[src/rtl/knock_pkg.sv]
// Shared link definitions for the node/router flit link.
// Imported by both the transmit side and the router input port.
package knock_pkg;

   localparam int unsigned FLIT_W = 16;

   typedef logic [FLIT_W-1:0] flit_t;

   // Defaults for the router input port buffer.
   localparam int unsigned RX_DEPTH = 4;
   localparam int unsigned RX_SLACK = 1;

endpackage

[src/rtl/flit_fifo.sv]
// Small first-word fall-through flit FIFO with occupancy count.
// A write into a full FIFO is accepted when a pop happens in the same cycle.
module flit_fifo
   import knock_pkg::*;
#(
   parameter int unsigned WIDTH = FLIT_W,
   parameter int unsigned DEPTH = RX_DEPTH
) (
   input  logic                   clk,
   input  logic                   rst_n,
   input  logic                   push_req,
   input  logic [WIDTH-1:0]       wdata,
   input  logic                   pop_req,
   output logic                   push_acc,
   output logic                   valid,
   output logic [WIDTH-1:0]       rdata,
   output logic [$clog2(DEPTH):0] count
);

   localparam int unsigned PTR_W = $clog2(DEPTH);
   localparam int unsigned CNT_W = PTR_W + 1;
   localparam logic [CNT_W-1:0] DEPTH_CNT = CNT_W'(DEPTH);

   logic [WIDTH-1:0] mem [DEPTH];

   logic [PTR_W-1:0] wr_ptr_q, wr_ptr_d;
   logic [PTR_W-1:0] rd_ptr_q, rd_ptr_d;
   logic [CNT_W-1:0] count_q, count_d;

   logic empty;
   logic full;
   logic pop;

   assign empty    = (count_q == '0);
   assign full     = (count_q == DEPTH_CNT);
   assign pop      = pop_req && !empty;
   assign push_acc = push_req && (!full || pop);

   // Pointers wrap naturally because DEPTH is a power of two.
   always_comb begin
      wr_ptr_d = wr_ptr_q;
      rd_ptr_d = rd_ptr_q;
      count_d  = count_q;
      if (push_acc) begin
         wr_ptr_d = wr_ptr_q + PTR_W'(1);
      end
      if (pop) begin
         rd_ptr_d = rd_ptr_q + PTR_W'(1);
      end
      unique case ({push_acc, pop})
         2'b10:   count_d = count_q + CNT_W'(1);
         2'b01:   count_d = count_q - CNT_W'(1);
         default: count_d = count_q;
      endcase
   end

   always_ff @(posedge clk or negedge rst_n) begin
      if (!rst_n) begin
         wr_ptr_q <= '0;
         rd_ptr_q <= '0;
         count_q  <= '0;
      end else begin
         wr_ptr_q <= wr_ptr_d;
         rd_ptr_q <= rd_ptr_d;
         count_q  <= count_d;
      end
   end

   // Storage is deliberately not reset.
   always_ff @(posedge clk) begin
      if (push_acc) begin
         mem[wr_ptr_q] <= wdata;
      end
   end

   assign valid = !empty;
   assign rdata = mem[rd_ptr_q];
   assign count = count_q;

endmodule

[src/rtl/node_port_rx.sv]
// Router input port: captures link flits into a FIFO, raises back-pressure
// early by SLACK entries and flags dropped flits with a sticky overflow bit.
module node_port_rx
   import knock_pkg::*;
#(
   parameter int unsigned WIDTH = FLIT_W,
   parameter int unsigned DEPTH = RX_DEPTH,
   parameter int unsigned SLACK = RX_SLACK
) (
   input  logic                   clk,
   input  logic                   rst_n,
   input  logic                   receiving_data,
   input  logic [WIDTH-1:0]       data_in,
   output logic                   buffer_full_out,
   output logic                   flit_valid,
   output logic [WIDTH-1:0]       flit_data,
   input  logic                   flit_ready,
   output logic [$clog2(DEPTH):0] count,
   output logic                   overflow,
   input  logic                   overflow_clr
);

   localparam int unsigned CNT_W = $clog2(DEPTH) + 1;
   localparam logic [CNT_W-1:0] FULL_TH = CNT_W'(DEPTH - SLACK);

   logic       push_acc;
   logic       dropped;
   logic       overflow_q, overflow_d;

   flit_fifo #(
      .WIDTH (WIDTH),
      .DEPTH (DEPTH)
   ) u_fifo (
      .clk      (clk),
      .rst_n    (rst_n),
      .push_req (receiving_data),
      .wdata    (data_in),
      .pop_req  (flit_ready),
      .push_acc (push_acc),
      .valid    (flit_valid),
      .rdata    (flit_data),
      .count    (count)
   );

   assign dropped = receiving_data && !push_acc;

   // A drop in the same cycle as a clear keeps the flag set.
   always_comb begin
      overflow_d = overflow_q;
      if (dropped) begin
         overflow_d = 1'b1;
      end else if (overflow_clr) begin
         overflow_d = 1'b0;
      end
   end

   always_ff @(posedge clk or negedge rst_n) begin
      if (!rst_n) begin
         overflow_q <= 1'b0;
      end else begin
         overflow_q <= overflow_d;
      end
   end

   // Decoded from the registered count only: no input-to-output path.
   assign buffer_full_out = (count >= FULL_TH);
   assign overflow        = overflow_q;

endmodule

[config.mk]
export PLATFORM = sky130hd
export DESIGN_NAME = node_port_rx
export DESIGN_NICKNAME = d
export VERILOG_FILES = /design/src/rtl/knock_pkg.sv /design/src/rtl/flit_fifo.sv /design/src/rtl/node_port_rx.sv
export SDC_FILE = /design/constraint.sdc
export NUM_CORES = 1
export LEC_CHECK = 0
export BUFFER_PORTS_ARGS = -buffer_cell sky130_fd_sc_hd__clkbuf_2
export CAP_MARGIN = 20
export CORE_ASPECT_RATIO = 2
export CORE_MARGIN = 2
export CORE_UTILIZATION = 55
export DETAILED_ROUTE_END_ITERATION = 8
export PLACE_DENSITY = 0.78
export SYNTH_ARGS = -nofsm -noshare
export SYNTH_HDL_FRONTEND = slang
export SYNTH_SLANG_ARGS = --single-unit
[constraint.sdc]
create_clock -name clk -period 5.2 [get_ports clk]
set_input_delay 1.56 -clock clk [delete_from_list [all_inputs] [get_ports clk]]
set_output_delay 1.56 -clock clk [all_outputs]
set_load 0.05 [all_outputs]
Word-level counts from Yosys, hierarchy flattened. Memory sizes are Yosys's and may differ from the RTL's. Cells that the tools add are included. W data, S select, Z words.

Flip-flop bits (word level): 8. RAM bits: 64. Input bits: 21. Output and inout port bits: 22. Word-level logic and storage cells: 28. Memories: 1.

Add/sub/neg operators: 4. Magnitude comparators: 1. Equality and inequality tests: 3. Multiplexer cells: 5. Reduce and logical (&&, ||, !) cells: 10.

Memories: u_fifo.mem (depth 4, width 16, read ports 1, clocked after memory_dff 0, write ports 1, line flit_fifo.sv:24) `logic [WIDTH-1:0] mem [DEPTH];`.

Operators by type and width (number): $pmux W3 S2 (1); $add A2 B1 Y2 const B (2); $mux W1 (4); $reduce_bool A2 Y1 (2); $add A3 B1 Y3 const B (1); $eq A3 B3 Y1 const B (1); $ge A3 B2 Y1 const B (1); $logic_and A1 B1 Y1 (3); $logic_not A1 Y1 (3); $logic_not A3 Y1 (1); $sub A3 B1 Y3 const B (1); $eq A2 B1 Y1 const B (1); $eq A2 B2 Y1 const B (1); $logic_or A1 B1 Y1 (1).

Longest topological paths before layout.
Word-level depth: 8. Depth in mapped cells: 9. Gate-level depth less buffers: 9.

Hierarchy. Synthesis repeated with hierarchy kept, for this count alone.

Cells, all modules: 137. Area, all modules: 2874.0 sq um.

By module, submodules not included: flit_fifo (instances 1, cells an instance 132, area an instance 2821.5 sq um, seq. area each 2097.0 sq um); node_port_rx (instances 1, cells an instance 5, area an instance 52.6 sq um, seq. area each 25.0 sq um).

Least setup slack after synthesis. Ideal clock, no wire load.

Kind: input-to-reg. Start: input flit_ready. End: register u_fifo.count_q[2] (netlist: u_fifo.count[2]). Library setup time: 0.082 ns. Arrival: 2.960 ns. Required time: 5.118 ns. Setup slack: 2.158 ns. Stages: 9. Path buffers: 0. Path through: nor4b_4 > nor2b_2 > inv_1 > ha_1 > inv_1 > fa_1 > xor2_1 > nor2_1 > xor2_1.

Cells in the longest elaborated chain, start to end: 5. Elaborated cells on any way between the ends: 7. Those cells by class: eq/ne (2); mux (1); reduce/logical (4).

Ends and longest elaborated chain: start: declaration (line node_port_rx.sv:17) `input logic flit_ready,`; $logic_and A1 B1 Y1 * (line flit_fifo.sv:36) `assign pop = pop_req && !empty;`; $logic_or A1 B1 Y1 (line flit_fifo.sv:37) `assign push_acc = push_req && (!full || pop);`; $logic_and A1 B1 Y1 (line flit_fifo.sv:37); $eq A2 B1 Y1 or $eq A2 B2 Y1 (tied branches) (line flit_fifo.sv:50) `unique case ({push_acc, pop})`; $pmux W3 S2 or $reduce_bool A2 Y1 (tied branches); end signal: assignment (line flit_fifo.sv:65) `count_q <= count_d;`; end: declaration (line flit_fifo.sv:28) `logic [CNT_W-1:0] count_q, count_d;`.

Every way passes the cells marked *; elsewhere a longest branch is shown, timed or not. A chain may end at the register's enable or synchronous reset.

Worst setup path in the final report.
Start: register u_fifo.rd_ptr_q[0]. End: output flit_data[8].

Cells in the longest elaborated chain, start to end: 1.

Ends and longest elaborated chain: start: declaration (line flit_fifo.sv:27) `logic [PTR_W-1:0] rd_ptr_q, rd_ptr_d;`; start signal: assignment (line flit_fifo.sv:64) `rd_ptr_q <= rd_ptr_d;`; $mem_v2 Z4 W16; end: declaration (line node_port_rx.sv:16) `output logic [WIDTH-1:0] flit_data,`.

Every way passes these cells.

==> results_dict.tcl <==
set metrics [dict create \
    clkLatencyLatePin_ns 0.33 \
    die_h_um 106 \
    fillerInstances 365 \
    cts.path.max_buffers 2 \
    drc 0 \
    final_common_cell "edfxtp_1" \
    start_kind "register" \
    portBuffers 42 \
    fin_crit_ns 3.80 \
    slowest_delay_ns 0.99 \
    slew_headroom 0.349 \
    drtPass1Iterations 4 \
    crit_arrival_ns 2.24 \
    grt_max_degree 19 \
    crit_chain "mux4_1 > clkbuf_2" \
    setup-violations-final 0 \
    nets 202 \
    final_layout_size_suffix_gt1_frac 0.383 \
    synthDominantCellAreaShare 0.674 \
    syn_inst 126 \
    cts_sinks 72 \
    post_cts_buffers 0 \
    min_period_over_period 0.731 \
    cp-end-kind "output port" \
    tightest_slew_ns 0.976 \
    postCtsHoldBufs 0 \
    initial_core_util 0.560 \
    hold_viol 0 \
    die_x_um 54.9 \
    status "finished clean" \
    criticalPathCategory "reg2out" \
    slew_viol_final 0 \
    cap_violations 0 \
    yosysWarnings 0 \
    synth_area_mm2 0.00285 \
    hpwl_mm 3.04 \
    seq_area_frac_synth 0.745 \
    htree_levels 3 \
    core_mm2 0.00509 \
    setup_tns_ns 0 \
    critPathSlowestCell "dfrtp_1" \
    worstPathMaxFanout 18 \
    finClkSkew_ns 0.00929 \
    num_rows 37 \
    fmax_mhz 263 \
    rsz0062_at_grt "false" \
    min_path_type "reg2reg" \
    final_cell_mix "edfxtp_1 (64), clkbuf_2 (42), mux4_2 (9), clkbuf_8 (9), dfrtp_1 (8)" \
    ios 43 \
    grt_pass1_wl_mm 6.94 \
    grt_usage 0.181 \
    grt_pass1_vias 1439 \
    synth_top_cell_by_area "edfxtp_1" \
    gp_congestion 0.687 \
    path_buf_inv 1 \
    wl_per_cell_um 18.8 \
    grt_antenna_before_repair 0 \
    n_antenna_cell 0 \
    tritoncts "done" \
    num_vias 1326 \
    root_buffer "clkbuf_8" \
    ys_top_cells_by_area "edfxtp_1 (67%), mux4_2 (7.1%), dfrtp_1 (7.0%), mux4_1 (6.5%), ha_1 (2.2%)" \
    cts.reportedPaths.clkPinSlew_ns 0.07 \
    grt_overflow 0 \
    wirelength_mm 4.47 \
    synth_nets 153 \
    crit_family "flip-flops" \
    vias_per_cell 5.57 \
    syn_avg_cell_area_um2 22.6 \
    cts_resized 0 \
    drtAntennaViolNets 0 \
    fin_util 0.650 \
    numCtsBuffers 9 \
    die-area_mm2 0.00581 \
    synth_cell_types 23 \
    area_growth_pct 16.1 \
    synth-seq-cells 72 \
    worstPathRequired_ns 3.64 \
    drtIter0Drc 61 \
]
metrics by stage:
| stage | instance area (um2) | instances | setup slack (ns) | hold slack, ns |
|---|---|---|---|---|
| floorplan | 2850 | 126 | 2.16 | 0.535 |
| global placement | 3070 | 222 | 1.76 | 0.525 |
| detailed placement | 3070 | 222 | 1.68 | 0.523 |
| CTS | 3310 | 238 | 1.31 | 0.539 |
| global route | 3310 | 238 | 1.24 | 0.576 |
| finish | 3310 | 238 | 1.40 | 0.536 |
path summary, 6_finish.rpt:
kind	slack [ns]	end	depth (start not counted)	start
max in group asynchronous	3.94	u_fifo.count[2]	1	rst_n
worst max-delay path	1.40	flit_data[8]	2	u_fifo.rd_ptr_q[0]
worst min register to register	0.54	overflow	2	overflow
worst min-delay path	0.54	overflow	2	overflow
worst max register to register	2.98	u_fifo.count[2]	9	u_fifo.count[0]
min in group asynchronous	1.06	u_fifo.wr_ptr_q[1]	1	rst_n
worst register-to-register path: stages (launching register included):
cell,delay [ns]
dfrtp_1,0.48
nor4b_4,0.37
nor2b_2,0.13
inv_1,0.08
ha_1,0.18
inv_1,0.06
fa_1,0.38
xor2_1,0.15
nor2_1,0.15
xor2_1,0.16
synth_stat cells (all sizes together):
cell,count
mux4,16
nor4b,1
nor2,1
and2,4
xnor2,3
a21o,1
buf,2
edfxtp,64
dfrtp,8
nand2,2
o21ai,1
clkbuf,2
nor2b,1
xor2,3
ha,5
fa,1
mux2i,1
inv,7
or3,1
mux2,1
o31a,1
cell families (layout without fill, tap and decap cells):
family                     Yosys count  after routing  share of synthesized area
DFF                                 72             72                      0.745
muxes                               18             18                      0.144
buffers and inverters               11             65                     0.0299
and+or+nand+nor                     10             10                     0.0263
adders and majority gates            6              6                     0.0290
xor gates and xnor gates             6              6                     0.0184
AOI/OAI and AO/OA                    3              3                    0.00746
sequential cells by signal, summed over array words and instances (netlist names):
signal	count
overflow	1
u_fifo.mem	64
u_fifo.wr_ptr_q	2
u_fifo.count	3
u_fifo.rd_ptr_q	2
layer usage:
metal,GRT usage,wire [um],vias up
li1,-,-,601
met1,0.198,1560,676
met2,0.290,2560,41
met3,0.0538,224,8
met4,0.111,120,0
met5,0,0,-
cell type report:
type	instances	area (um2)	share of cell area
multi-input combinational	43	643	0.194
tap	58	72.6	0.0219
inverter	7	26.3	0.00794
timing repair buffer	42	210	0.0635
clock buffer	10	128	0.0386
sequential	72	2120	0.641
clock inverter	6	108	0.0325
Power is left out: the tool's default activity adds up to more than one toggle a clock period on the data nets, which glitch-free logic cannot reach.
